==> src/rtl/id_stage_ctrl_pkg.sv <==
// Shared RV32 decode constants (opcode field codes, format classes) and ID-stage FSM types.
package id_stage_ctrl_pkg;

  // inst[6:2] opcode field codes
  localparam logic [4:0] OPC_OP     = 5'b01100;
  localparam logic [4:0] OPC_OP_IMM = 5'b00100;
  localparam logic [4:0] OPC_LOAD   = 5'b00000;
  localparam logic [4:0] OPC_JALR   = 5'b11001;
  localparam logic [4:0] OPC_STORE  = 5'b01000;
  localparam logic [4:0] OPC_BRANCH = 5'b11000;
  localparam logic [4:0] OPC_AUIPC  = 5'b00101;
  localparam logic [4:0] OPC_LUI    = 5'b01101;
  localparam logic [4:0] OPC_JAL    = 5'b11011;

  // id_fmt encodings
  localparam logic [2:0] FMT_R   = 3'd0;
  localparam logic [2:0] FMT_I   = 3'd1;
  localparam logic [2:0] FMT_S   = 3'd2;
  localparam logic [2:0] FMT_B   = 3'd3;
  localparam logic [2:0] FMT_U   = 3'd4;
  localparam logic [2:0] FMT_J   = 3'd5;
  localparam logic [2:0] FMT_ILL = 3'd7;

  localparam logic [31:0] NOP_INST = 32'h0000_0013;

  typedef enum logic [1:0] {
    ST_EMPTY = 2'd0,
    ST_FULL  = 2'd1,
    ST_STALL = 2'd2
  } id_state_e;

  function automatic logic [2:0] decode_fmt(input logic [4:0] opc);
    logic [2:0] fmt;
    case (opc)
      OPC_OP:                       fmt = FMT_R;
      OPC_OP_IMM, OPC_LOAD, OPC_JALR: fmt = FMT_I;
      OPC_STORE:                    fmt = FMT_S;
      OPC_BRANCH:                   fmt = FMT_B;
      OPC_AUIPC, OPC_LUI:           fmt = FMT_U;
      OPC_JAL:                      fmt = FMT_J;
      default:                      fmt = FMT_ILL;
    endcase
    return fmt;
  endfunction

  function automatic logic uses_rs1(input logic [2:0] fmt);
    return (fmt == FMT_R) || (fmt == FMT_I) || (fmt == FMT_S) || (fmt == FMT_B);
  endfunction

  function automatic logic uses_rs2(input logic [2:0] fmt);
    return (fmt == FMT_R) || (fmt == FMT_S) || (fmt == FMT_B);
  endfunction

endpackage

==> src/rtl/id_stage_ctrl_hazard_detect.sv <==
// Load-use hazard: the occupied ID instruction reads a register that the load in EX has not yet written.
module hazard_detect
  import id_stage_ctrl_pkg::*;
(
  input  logic       full,
  input  logic [2:0] fmt,
  input  logic [4:0] rs1,
  input  logic [4:0] rs2,
  input  logic       ex_valid,
  input  logic       ex_is_load,
  input  logic [4:0] ex_rd,
  output logic       hazard
);

  logic rs1_hit;
  logic rs2_hit;

  always_comb begin
    rs1_hit = uses_rs1(fmt) && (rs1 == ex_rd);
    rs2_hit = uses_rs2(fmt) && (rs2 == ex_rd);
    // x0 is never a real dependency
    hazard  = full && ex_valid && ex_is_load && (ex_rd != 5'd0) && (rs1_hit || rs2_hit);
  end

endmodule

==> src/rtl/id_stage_ctrl.sv <==
// Decode-stage control: holds one instruction, stalls on load-use, squashes on branch, counts bubbles.
module id_stage_ctrl
  import id_stage_ctrl_pkg::*;
#(
  parameter int CNT_W = 16
) (
  input  logic             clk,
  input  logic             rst_n,
  input  logic             if_valid,
  input  logic [31:0]      if_inst,
  input  logic [31:0]      if_pc,
  output logic             if_ready,
  input  logic             ex_ready,
  input  logic             ex_valid,
  input  logic             ex_is_load,
  input  logic [4:0]       ex_rd,
  input  logic             branch_taken,
  output logic             id_issue,
  output logic [31:0]      id_inst,
  output logic [31:0]      id_pc,
  output logic [2:0]       id_fmt,
  output logic [CNT_W-1:0] stall_cnt
);

  // Handshake: IF->ID transfers when if_valid && if_ready on a rising edge;
  // ID->EX transfers when id_issue (which already includes ex_ready) is high.

  id_state_e        state_q, state_d;
  logic [31:0]      id_inst_q, id_inst_d;
  logic [31:0]      id_pc_q, id_pc_d;
  logic [CNT_W-1:0] cnt_q, cnt_d;
  logic             full;
  logic             hazard;
  logic             load;

  assign id_fmt = decode_fmt(id_inst_q[6:2]);

  hazard_detect u_hazard_detect (
    .full       (full),
    .fmt        (id_fmt),
    .rs1        (id_inst_q[19:15]),
    .rs2        (id_inst_q[24:20]),
    .ex_valid   (ex_valid),
    .ex_is_load (ex_is_load),
    .ex_rd      (ex_rd),
    .hazard     (hazard)
  );

  always_comb begin
    full      = (state_q != ST_EMPTY);
    id_issue  = full && !hazard && ex_ready && !branch_taken;
    if_ready  = !branch_taken && (!full || id_issue);
    load      = if_valid && if_ready;
    state_d   = state_q;
    id_inst_d = id_inst_q;
    id_pc_d   = id_pc_q;
    cnt_d     = cnt_q;

    if (branch_taken) begin
      // Squash: the held instruction is younger than the redirecting branch
      state_d   = ST_EMPTY;
      id_inst_d = NOP_INST;
      id_pc_d   = 32'd0;
    end else begin
      case (state_q)
        ST_EMPTY: if (load) state_d = ST_FULL;
        ST_FULL, ST_STALL: begin
          if (id_issue) state_d = load ? ST_FULL : ST_EMPTY;
          else          state_d = ST_STALL;
        end
        default:  state_d = ST_EMPTY;
      endcase
      if (load) begin
        id_inst_d = if_inst;
        id_pc_d   = if_pc;
      end
    end

    if (hazard && !branch_taken && (cnt_q != {CNT_W{1'b1}}))
      cnt_d = cnt_q + CNT_W'(1);
  end

  always_ff @(posedge clk or negedge rst_n) begin
    if (!rst_n) begin
      state_q   <= ST_EMPTY;
      id_inst_q <= NOP_INST;
      id_pc_q   <= 32'd0;
      cnt_q     <= '0;
    end else begin
      state_q   <= state_d;
      id_inst_q <= id_inst_d;
      id_pc_q   <= id_pc_d;
      cnt_q     <= cnt_d;
    end
  end

  assign id_inst   = id_inst_q;
  assign id_pc     = id_pc_q;
  assign stall_cnt = cnt_q;

endmodule

==> config.mk <==
export PLATFORM = sky130hd
export DESIGN_NAME = id_stage_ctrl
export DESIGN_NICKNAME = d
export VERILOG_FILES = /design/src/rtl/id_stage_ctrl_pkg.sv /design/src/rtl/id_stage_ctrl_hazard_detect.sv /design/src/rtl/id_stage_ctrl.sv
export SDC_FILE = /design/constraint.sdc
export NUM_CORES = 1
export LEC_CHECK = 0
export ABC_CLOCK_PERIOD_IN_PS = 4160
export BUFFER_PORTS_ARGS = -buffer_cell sky130_fd_sc_hd__clkbuf_2
export CELL_PAD_IN_SITES_DETAIL_PLACEMENT = 0
export CELL_PAD_IN_SITES_GLOBAL_PLACEMENT = 1
export CORE_UTILIZATION = 38
export CTS_CLUSTER_SIZE = 30
export DETAILED_ROUTE_END_ITERATION = 12
export PLACE_DENSITY = 0.89
export REMOVE_ABC_BUFFERS = 1
export SLEW_MARGIN = 10
export SYNTH_ARGS = -nofsm -noshare
export SYNTH_HDL_FRONTEND = slang
export SYNTH_SLANG_ARGS = --single-unit
==> constraint.sdc <==
create_clock -name clk -period 4.16 [get_ports clk]
set_input_delay 0.624 -clock clk [delete_from_list [all_inputs] [get_ports clk]]
set_output_delay 0.624 -clock clk [all_outputs]
set_load 0.01 [all_outputs]
==> After elaboration in Yosys (flattened, before gate mapping) <==
Memories as Yosys holds them, arrays and structs flattened.
Index checks and enable logic that the tools add are counted.
{ "classes": {"n_reduce_logical": 29, "muxes": 9, "n_lt_le_gt_ge": 0, "n_div": 0, "addsub": 1, "mul": 0, "bitwise": 0, "eq_ne": 9, "n_shift": 0} }
{ "ops": {"columns": ["op", "n"], "rows": [
  ["two-way mux 32 bit", 4],
  ["adder 16 x 1 -> 16 bit (second input constant)", 1],
  ["!= test 16 bit (second input constant)", 1],
  ["logical AND 1 bit", 13],
  ["== test 5 bit", 2],
  ["logical OR 1 bit", 7],
  ["== test 3 x 2 -> 1 bit (second input constant)", 2],
  ["two-way mux 2 bit", 3],
  ["nonzero test 5 bit", 1],
  ["one-hot mux 2 bit (2 select lines)", 1],
  ["nonzero test 2 bit", 2],
  ["== test 3 x 1 -> 1 bit (second input constant)", 1],
  ["zero test 1 bit", 3],
  ["zero test 3 bit", 1],
  ["!= test 3 bit (second input constant)", 1],
  ["== test 2 x 1 -> 1 bit (second input constant)", 1],
  ["== test 2 bit (second input constant)", 1],
  ["zero test 2 bit", 1],
  ["OR reduction 2 bit", 1],
  ["two-way mux 1 bit", 1]
]} }
{ "word_totals": {"mem_count": 1, "latch_bits": 0, "input_bits": 76, "mem_bits_ro": 96, "wordCells": 53, "register_bits": 82, "mem_bits_rw": 0} }
{ "memory_table": {"columns": ["name", "depth", "width", "read_ports", "rd_ports_with_merged_regs", "wr", "line", "text"], "rows": [
  ["(no name shown)", 32, 3, 1, 0, 0, "id_stage_ctrl_pkg.sv:34", "case (opc)"]
]} }

==> Logic depth before layout (Yosys ltp) <==
Gate-level depths: netlist of run 1.
An unclocked memory read counts as a cell.
{ "depth": {"depth_word": 19, "ltp_mapped": 9, "mapped_depth_nobuf": 7} }

==> Modules after synthesis <==
Synthesis of run 1 repeated with hierarchy kept, for this count alone.
{ "hier_totals": {"hier_cells": 390, "hier_area_um2": 3824.9} }
{ "modules_own_cells": {"columns": ["mod", "cells_each", "seq_area_each_um2", "instances", "area_per_inst_um2"], "rows": [
  ["id_stage_ctrl", 371, 2055.7, 1, 3677.3],
  ["hazard_detect", 19, 0.0, 1, 147.6]
]} }

==> Worst setup path after synthesis of run 1 <==
No wires, ideal clock.
{ "synth_path": {"kind": "input -> output", "from": "input ex_rd[1]", "to": "output if_ready", "stages": 6, "path_buffers": 0, "t_required_ns": 3.536, "t_arrival_ns": 1.919, "slack_ns": 1.617, "path_cell_list": "or4_1 -> nor2_1 -> nor3_1 -> a21oi_1 -> nor2_1 -> nor2_1"} }
{ "synth_between": {"elab_chain_len": 10, "word_cells_on_any_way": 14, "cone_classes": "eq/ne (2); reduce/logical (12)"} }
{ "synth_lines": {"columns": ["element", "line", "text"], "rows": [
  ["start: declaration", "id_stage_ctrl.sv:16", "input logic [4:0] ex_rd,"],
  ["== test 5 bit, on equally long branches", "id_stage_ctrl_hazard_detect.sv:19, id_stage_ctrl_hazard_detect.sv:20", null],
  ["logical AND 1 bit, on equally long branches", "id_stage_ctrl_hazard_detect.sv:19, id_stage_ctrl_hazard_detect.sv:20", null],
  ["logical OR 1 bit", "id_stage_ctrl_hazard_detect.sv:22", "hazard = full && ex_valid && ex_is_load && (ex_rd != 5'd0) && (rs1_hit || rs2_hit);"],
  ["logical AND 1 bit *", "id_stage_ctrl_hazard_detect.sv:22", null],
  ["zero test 1 bit *", "id_stage_ctrl.sv:51", "id_issue = full && !hazard && ex_ready && !branch_taken;"],
  ["logical AND 1 bit * (3 in series)", "id_stage_ctrl.sv:51", null],
  ["named net id_issue", "id_stage_ctrl.sv:18", "output logic id_issue,"],
  ["logical OR 1 bit *", "id_stage_ctrl.sv:52", "if_ready = !branch_taken && (!full || id_issue);"],
  ["logical AND 1 bit *", "id_stage_ctrl.sv:52", null],
  ["end: declaration", "id_stage_ctrl.sv:12", "output logic if_ready,"]
]} }
Mark *: on every way through the listed nets, which the timed path passes. The rest lies on a longest branch.

==> Worst setup path in the final report of run 1 <==
{ "layout_path": {"from": "register state_q[0]", "to": "output if_ready"} }
{ "layout_between": {"elab_chain_len": 11, "word_cells_on_any_way": 12, "cone_classes": "reduce/logical (12)"} }
{ "layout_lines": {"columns": ["element", "line", "text"], "rows": [
  ["start: declaration", "id_stage_ctrl.sv:28", "id_state_e state_q, state_d;"],
  ["start signal: assignment", "id_stage_ctrl.sv:90", "state_q <= state_d;"],
  ["nonzero test 2 bit *", "id_stage_ctrl.sv:50", "full = (state_q != ST_EMPTY);"],
  ["logical AND 1 bit (4 in series)", "id_stage_ctrl_hazard_detect.sv:22", null],
  ["zero test 1 bit", "id_stage_ctrl.sv:51", null],
  ["logical AND 1 bit (3 in series)", "id_stage_ctrl.sv:51", null],
  ["logical OR 1 bit *", "id_stage_ctrl.sv:52", null],
  ["logical AND 1 bit *", "id_stage_ctrl.sv:52", null]
]} }
Mark *: on every way between the ends. The rest lies on a longest branch, timed or not.

==> impl_results.md, run 1 <==
* R2r endpoint: id_inst[25]
* Seq cells post-synth at 82
* Ports at 161
* Main synth FF type: dfrtp_1
* Layout filler cell count at 789
* Final Cycle Share at 68.7%
* Placed Area at about 4300 µm²
* Layout area overhead at 32.0%
* Mapped Cells at between 200 and 300
* Setup violations, final at 0
* Via density at 5.13
* Core Region at 8720 µm²
* DRT Pass-1 Iters at 5
* Pre-CTS WS at around 1.3 ns
* Clock skew at around 0.017 ns
* # placed instances at 525
* # Post-CTS Setup Buffers at 0
* Worst Setup Start Kind: flop
* R2r setup slk at 1.45 ns
* Post-Layout Cell Count at between 500 and 600
* Worst-path clk slew at ~0.08 ns
* Clk root buf: clkbuf_8
* # port buffers at 160
* DP HPWL at between 5 and 6 mm
* Routability cong. at 0.839
* Leak at around 2.4 nW
* # DRC at 0
* Clk sink count at 82
* Final worst slack at 1.30 ns
* Post-synthesis sequential area ratio at 60.0%
* Worst slew pin tran at 1.09 ns
* Starting Density at 39.3%
* Drt total wl at around 8.3 mm
* Average cell area after synthesis at 12.5 µm²
* VDD IR max at 0.221 mV
* Warnings, synthesis at 0
* Nets at 507
* Bufs on Longest Clock Path at 2
* First DRT Iteration DRCs at 122
* Max Slew Vio Count at 0
* Async set or reset register ratio after synthesis at 100%
* Post-synth EDFFs at 0
* Final ANT Viol Nets at 0
* Vias in the first global route at 2671
* CTS tree: done
* Max-slew headroom at 27.6%
* Overflow after GRT at 0
* Tot GR Track Use at 17.9%
* Worst setup EP type: output pin
* WL/cell at 15.4 µm
* MaxCap Viol Count at 0
* Hold_buf cts at 0
* Max Clock Freq at 350 MHz
* Worst Path Max Fanout at 7
* Hold crit path type: in -> async
* First-pass GRT wire length at 13.5 mm
* Worst-skew pair later-pin latency at between 0.3 and 0.4 ns
* Final period demand of the worst path at around 2.9 ns
* WP data required at 3.54 ns
* Die area at 9400 µm²
* Synth cell types at 36
* PwrDens at 523 nW/µm²
* Worst reg2reg path startpoint: state_q[0]
* Final hold viol count at 0
* Crit Path Category: reg -> out
* FF-to-FF path depth at 6
* Final Instance Area at roughly 4500 µm²
* Share of cells above drive strength 1 at a little over two fifths
* N_diodes at 0
* Crit path DAT at 2.23 ns
* Hold slack at 0.439 ns
* TritonCTS Buffers at 9
* Pin count of the biggest net entering global routing at 83
* Die H at 96.9 µm
* Status: finished clean
* RSZ-0062 raised after global routing: false
* Final setup TNS at 0 ns
* H-Tree Depth at 3
* Resized cells post-CTS at 0
* Initial antenna violation count at 0
* Horiz. Die Dim at 96.9 µm
* Vias at around 2.8k
* Synth Cell Area at 3420 µm²
* FP Rows at 34
state kept, by name, indices dropped and copies added (netlist names):
register	flops
id_inst	32
id_pc	32
stall_cnt	16
state_q	2
how the worst max path moves through the flow:
stage	startpoint	endpoint	slack [ns]	cells past startpoint
floorplan	ex_rd[3]	id_inst[19]	0.0005	6
global placement	ex_rd[1]	id_pc[29]	1.38	8
detailed placement	ex_rd[4]	id_inst[25]	1.30	6
CTS	state_q[0]	if_ready	1.29	8
global route	state_q[0]	if_ready	1.12	8
finish	state_q[0]	if_ready	1.30	8
routing by layer:
layer / up-vias / track usage, % / part of all wire, %
met5: - / 0 / 0
met4: 0 / 8.15 / 2.4
met3: 20 / 4.70 / 6.6
met2: 111 / 26.9 / 45
met1: 1329 / 24.1 / 46
li1: 1313 / - / -
cells in the mapped netlist (6+ instances only):
cell,instances,area share (%)
nor3_1,9,1.3
dfrtp_1,79,58
a22o_1,58,15
buf_2,6,0.88
nand2_1,10,1.1
nand4_1,7,1.3
clkbuf_1,8,0.88
nor2_1,17,1.9
xnor2_1,13,3.3
xor2_1,12,3.1
cell families after synthesis:
group | after synthesis | synth area share [%]
flops | 82 | 60.0
compound gates | 72 | 17.7
simple gates | 64 | 9.94
xor+xnor | 25 | 6.39
buf+inv | 22 | 3.29
mux | 5 | 1.53
fa+ha+maj | 3 | 1.10
where the power goes:
part           internal [mW]  switching, mW  total [mW]
sequential             0.943          0.113        1.06
clock                  0.402          0.290       0.692
combinational          0.282          0.333       0.615
total                   1.63          0.736        2.36
worst max-delay path, cell delays in order, from the launching register on:
cell,delay [ns]
dfrtp_1,0.38
inv_1,0.05
ha_1,0.26
nand3b_1,0.21
nor3_1,0.45
a21oi_1,0.19
nor2_1,0.15
nor2_1,0.05
clkbuf_2,0.13
placed cells by master (no fill, tap or decap), types with 7 or more instances in the layout:
cell	count
xor2_1	12
nor3_1	9
nand2_1	10
clkbuf_2	159
a22o_1	58
nor2_1	17
dfrtp_1	79
xnor2_1	13
clkbuf_8	9
nand4_1	7
through the flow:
| step | utilization, % | total power [mW] |
|---|---|---|
| after detailed placement | 49.1 | 1.69 |
| final | 51.8 | 2.36 |
| after floorplan | - | 1.40 |
| after global routing | 51.8 | 2.50 |
| after CTS | 51.8 | 2.39 |
| after global placement | 49.1 | 1.67 |
final cells by class:
cell class	instances	area (µm²)	share of cell area (%)
clock inverter	6	114	2.52
timing repair buffer	161	811	17.9
inverter	5	18.8	0.415
multi-input combinational	169	1260	27.8
clock buffer	10	128	2.82
sequential	82	2060	45.5
tap	108	135	2.99
No activity file was read; power rests on OpenSTA's default activity.
==> run 2: changes to the inputs <==
--- a/config.mk
+++ b/config.mk
@@ -5,14 +5,14 @@
 export SDC_FILE = /design/constraint.sdc
 export NUM_CORES = 1
 export LEC_CHECK = 0
-export ABC_CLOCK_PERIOD_IN_PS = 4160
+export ABC_CLOCK_PERIOD_IN_PS = 2810
 export BUFFER_PORTS_ARGS = -buffer_cell sky130_fd_sc_hd__clkbuf_2
 export CELL_PAD_IN_SITES_DETAIL_PLACEMENT = 0
 export CELL_PAD_IN_SITES_GLOBAL_PLACEMENT = 1
-export CORE_UTILIZATION = 38
+export CORE_UTILIZATION = 35
 export CTS_CLUSTER_SIZE = 30
 export DETAILED_ROUTE_END_ITERATION = 12
-export PLACE_DENSITY = 0.89
+export PLACE_DENSITY = 0.83
 export REMOVE_ABC_BUFFERS = 1
 export SLEW_MARGIN = 10
 export SYNTH_ARGS = -nofsm -noshare
==> constraint.sdc (replaced) <==
create_clock -name clk -period 2.81 [get_ports clk]
set_input_delay 0.4215 -clock clk [delete_from_list [all_inputs] [get_ports clk]]
set_output_delay 0.4215 -clock clk [all_outputs]
set_load 0.01 [all_outputs]
==> impl_results.md, run 2 (synthesis gave the netlist of run 1 again) <==
* Clk sink count at a little over 80
* Starting Density at 36.5%
* Via density at 4.93
* Worst Setup Start Kind: flop
* Worst setup EP type: output pin
* Clk root buf: clkbuf_8
* # DRC at 0
* WL/cell at 14.9 µm
* PwrDens at about 740 nW/µm²
* # Post-CTS Setup Buffers at 0
* Hold slack at 0.220 ns
* Share of cells above drive strength 1 at 43.5%
* Die area at 10200 µm²
* Crit path DAT at 2.13 ns
* Pre-CTS WS at 0.445 ns
* Setup violations, final at 0
* Leading cell type in the layout, fill and taps excluded: clkbuf_2
* Hold_buf cts at 0
* # port buffers at 160
* Max Slew Vio Count at 0
* DP HPWL at between 5 and 6 mm
* Clock power share at about 26%
* Final ANT Viol Nets at 0
* Bufs on Longest Clock Path at 2
* N_diodes at 0
* Status: finished clean
* First DRT Iteration DRCs at 106
* Vias in the first global route at 2719
* Leak at 2.39 nW
* Max-slew headroom at 31.0%
* FP Rows at 35
* Power Internal at 2.27 mW
* Hold crit path type: in -> async
* Final Cycle Share at about nine tenths
* Vias at 2802
* Total power draw at 3.38 mW
* Drt total wl at between 8 and 9 mm
* CTS tree: done
* Worst-skew pair later-pin latency at 0.35 ns
* Ports at around 160
* RSZ-0062 raised after global routing: false
* Sw frac at 32.9%
* Placed Area at 4360 µm²
* Final Instance Area at 4560 µm²
* Horiz. Die Dim at 101 µm
* Max Clock Freq at 392 MHz
* Routability cong. at 0.743
* Crit Path Category: reg -> out
* Clock skew at 0.00888 ns
* Comb pwr share at 28.3%
* Nets at 513
* Reg power frac at 46.0%
* First-pass GRT wire length at 13.6 mm
* H-Tree Depth at 3
* Switching power at between 1 and 1.5 mW
* Layout area overhead at 33.2%
* Final setup TNS at 0 ns
* Worst-path clk slew at ~0.090 ns
* Resized cells post-CTS at 0
* Core Region at 9370 µm²
* DRT Pass-1 Iters at 4
* TritonCTS Buffers at 9
* Most frequent cells in the layout: clkbuf_2, dfrtp_1, a22o_1
* Overflow after GRT at 0
* VDD IR max at 0.296 mV
* Worst slew pin tran at between 1 and 1.5 ns
* Final period demand of the worst path at 2.55 ns
* Tot GR Track Use at ~17%
* WP data required at approximately 2.4 ns
* Final worst slack at 0.261 ns
* Initial antenna violation count at 0
* Pin count of the biggest net entering global routing at 83
* Final hold viol count at 0
* Die H at 101 µm
* Worst Path Max Fanout at 4
* MaxCap Viol Count at 0
==> run 2: power groups by stage <==
stage	Sequential [mW]	Clock [mW]	Combinational (mW)
4_1_cts	1.55	0.901	0.974
5_1_grt	1.59	0.958	1.06
3_5_place_dp	1.57	0	0.972
6_report	1.55	0.869	0.955
2_1_floorplan	1.65	0	0.426
3_3_place_gp	1.57	0	0.952
==> run 2: worst max-delay path, stage by stage, from the launching register on <==
cell	delay (ns)
dfrtp_1	0.38
inv_1	0.05
ha_1	0.20
nand3b_1	0.21
nor3_1	0.39
a21oi_1	0.20
nor2_1	0.16
nor2_1	0.05
clkbuf_2	0.14
==> run 2: final timing paths <==
| path | slack [ns] | cells past startpoint | from | end |
|---|---|---|---|---|
| max in group asynchronous | 1.88 | 1 | rst_n | id_inst[15] |
| hold reg to reg | 0.50 | 1 | stall_cnt[11] | stall_cnt[11] |
| setup reg to reg | 0.51 | 6 | state_q[0] | stall_cnt[1] |
| hold / removal | 0.22 | 1 | rst_n | state_q[0] |
| min in group clk | 0.25 | 3 | if_inst[1] | id_inst[1] |
| setup / recovery | 0.26 | 8 | state_q[0] | if_ready |
==> run 2: area by class of cell <==
cell class              instances  area (µm²)
multi-input cells             169        1260
inverters                       5        18.8
flip-flops and latches         82        2060
repair buffers                167         868
fillers                       919        4810
well taps                     129         161
clock buffers                   9         124
clock inverters                 7        76.3
==> run 2: metal layers <==
layer  GRT usage [%]  up-vias  part of all wire [%]
met5               0        -                     0
li1                -     1329                     -
met2            27.1      102                    47
met1            23.6     1359                    46
met4            6.35        0                   1.4
met3            3.74       12                   5.9
==> run 2: per-stage QoR <==
stage / utilization, % / cells
CTS: 48.7 / 568
global placement: 46.5 / 552
finish: 48.7 / 568
global route: 48.7 / 568
detailed placement: 46.5 / 552
floorplan: - / 256
==> run 3: changes to the inputs <==
--- a/config.mk
+++ b/config.mk
@@ -7,7 +7,7 @@
 export LEC_CHECK = 0
 export ABC_CLOCK_PERIOD_IN_PS = 2810
 export BUFFER_PORTS_ARGS = -buffer_cell sky130_fd_sc_hd__clkbuf_2
-export CELL_PAD_IN_SITES_DETAIL_PLACEMENT = 0
+export CELL_PAD_IN_SITES_DETAIL_PLACEMENT = 1
 export CELL_PAD_IN_SITES_GLOBAL_PLACEMENT = 1
 export CORE_UTILIZATION = 35
 export CTS_CLUSTER_SIZE = 30
==> impl_results.md, run 3 (synthesis gave the netlist of run 1 again) <==
* Vias in the first global route at 2981
* Hold crit path type: in -> async
* FP Rows at 35
* Final hold viol count at 0
* Max Clock Freq at 370 MHz
* Status: finished clean
* FF-to-FF path depth at 6
* Worst-skew pair later-pin latency at 0.35 ns
* Clk root buf: clkbuf_8
* Drt total wl at 9.57 mm
* Bufs on Longest Clock Path at 2
* PwrDens at between 700 and 800 nW/µm²
* Layout filler cell count at 1098
* Horiz. Die Dim at 101 µm
* Hold_buf cts at 0
* DP HPWL at 6.78 mm
* Worst-path clk slew at about 0.09 ns
* Final worst slack at roughly 0.11 ns
* R2r setup slk at approximately 0.42 ns
* # Post-CTS Setup Buffers at 0
* Worst Path Max Fanout at 4
* Pin count of the biggest net entering global routing at 83
* Crit Path Category: reg -> out
* Final period demand of the worst path at 2.70 ns
* Total power draw at ~3.4 mW
* WL/cell at ~17 µm
* Vias at 2871
* DRT Pass-1 Iters at 4
* Final Cycle Share at between 90% and 100%
* Max Slew Vio Count at 0
* WP data required at 2.39 ns
* Ports at 161
* First-pass GRT wire length at 15.0 mm
* MaxCap Viol Count at 0
* H-Tree Depth at 3
* RSZ-0062 raised after global routing: false
* Worst reg2reg path startpoint: state_q[0]
* Final ANT Viol Nets at 0
* Worst slew pin tran at 1.03 ns
* Worst Setup Start Kind: flop
* Final setup TNS at 0 ns
* Setup violations, final at 0
* Share of cells above drive strength 1 at 43.5%
* # DRC at 0
* Via density at 5.05
* VDD IR max at 0.287 mV
* Leak at 2.39 nW
* # port buffers at 160
* Initial antenna violation count at 0
* Layout area overhead at 33.2%
* Pre-CTS WS at 0.391 ns
* Overflow after GRT at 0
* Area of the multi-input gates at 1260 µm²
* Die H at roughly 100 µm
* Worst setup EP type: output pin
* Nets at 513
* Routability cong. at 0.743
* Starting Density at 36.5%
* CTS tree: done
* Leading cell type in the layout, fill and taps excluded: clkbuf_2
* Most frequent cells in the layout: clkbuf_2, dfrtp_1, a22o_1
* TritonCTS Buffers at 9
* Clk sink count at 82
* Clock skew at 0.0120 ns
* Core Region at ~9400 µm²
* Die area at 10200 µm²
* First DRT Iteration DRCs at 90
* FF+latch area at 2060 µm²
* N_diodes at 0
* Tot GR Track Use at 19.1%
* Crit path DAT at 2.28 ns
* R2r endpoint: stall_cnt[1]
* Max-slew headroom at roughly a third
* Resized cells post-CTS at 0
-- run 3: cell counts in the layout (fill, tap and decap cells not counted) --
Identical to the previous run, type by type.
-- run 3: per-layer routing --
| layer | share of wire [%] | global-route usage [%] | up-vias |
|---|---|---|---|
| li1 | - | - | 1329 |
| met1 | 42 | 24.4 | 1421 |
| met2 | 51 | 32.3 | 107 |
| met3 | 5.6 | 3.61 | 14 |
| met4 | 1.7 | 6.91 | 0 |
| met5 | 0 | 0 | - |
-- run 3: where the power goes --
group | internal [mW] | switching (mW)
sequential | 1.40 | 0.164
combinational | 0.453 | 0.523
clock | 0.419 | 0.461
-- run 3: through the flow --
| step | util, % | instance area [µm²] | std cells | hold WS [ns] |
|---|---|---|---|---|
| 2_1_floorplan | - | 3330 | 256 | 0.126 |
| 3_3_place_gp | 46.5 | 4360 | 552 | 0.482 |
| 3_5_place_dp | 46.5 | 4360 | 552 | 0.481 |
| 4_1_cts | 48.7 | 4560 | 568 | 0.234 |
| 5_1_grt | 48.7 | 4560 | 568 | 0.258 |
| 6_report | 48.7 | 4560 | 568 | 0.212 |
-- run 3: worst max-delay path by stage --
stage | from | end | slack [ns] | cells past startpoint
after floorplan | id_inst[3] | id_inst[19] | -1.23 | 6
after global placement | ex_rd[1] | id_inst[10] | 0.48 | 7
after detailed placement | ex_rd[1] | if_ready | 0.39 | 8
after CTS | state_q[0] | if_ready | 0.14 | 8
after global routing | state_q[0] | if_ready | 0.02 | 8
final | state_q[0] | if_ready | 0.11 | 8
-- run 3: area by class of cell --
type	instances	area share, %
clock buffers	9	2.72
clock inverters	7	1.67
inverters	5	0.411
multi-input cells	169	27.6
flip-flops and latches	82	45.1
well taps	129	3.54
repair buffers	167	19.0
-- run 3: critical path: stages, from the launching register on --
cell and delay (ns):
dfrtp_1 0.38, inv_1 0.05, ha_1 0.21, nand3b_1 0.21
nor3_1 0.46, a21oi_1 0.24, nor2_1 0.19, nor2_1 0.06
clkbuf_2 0.14
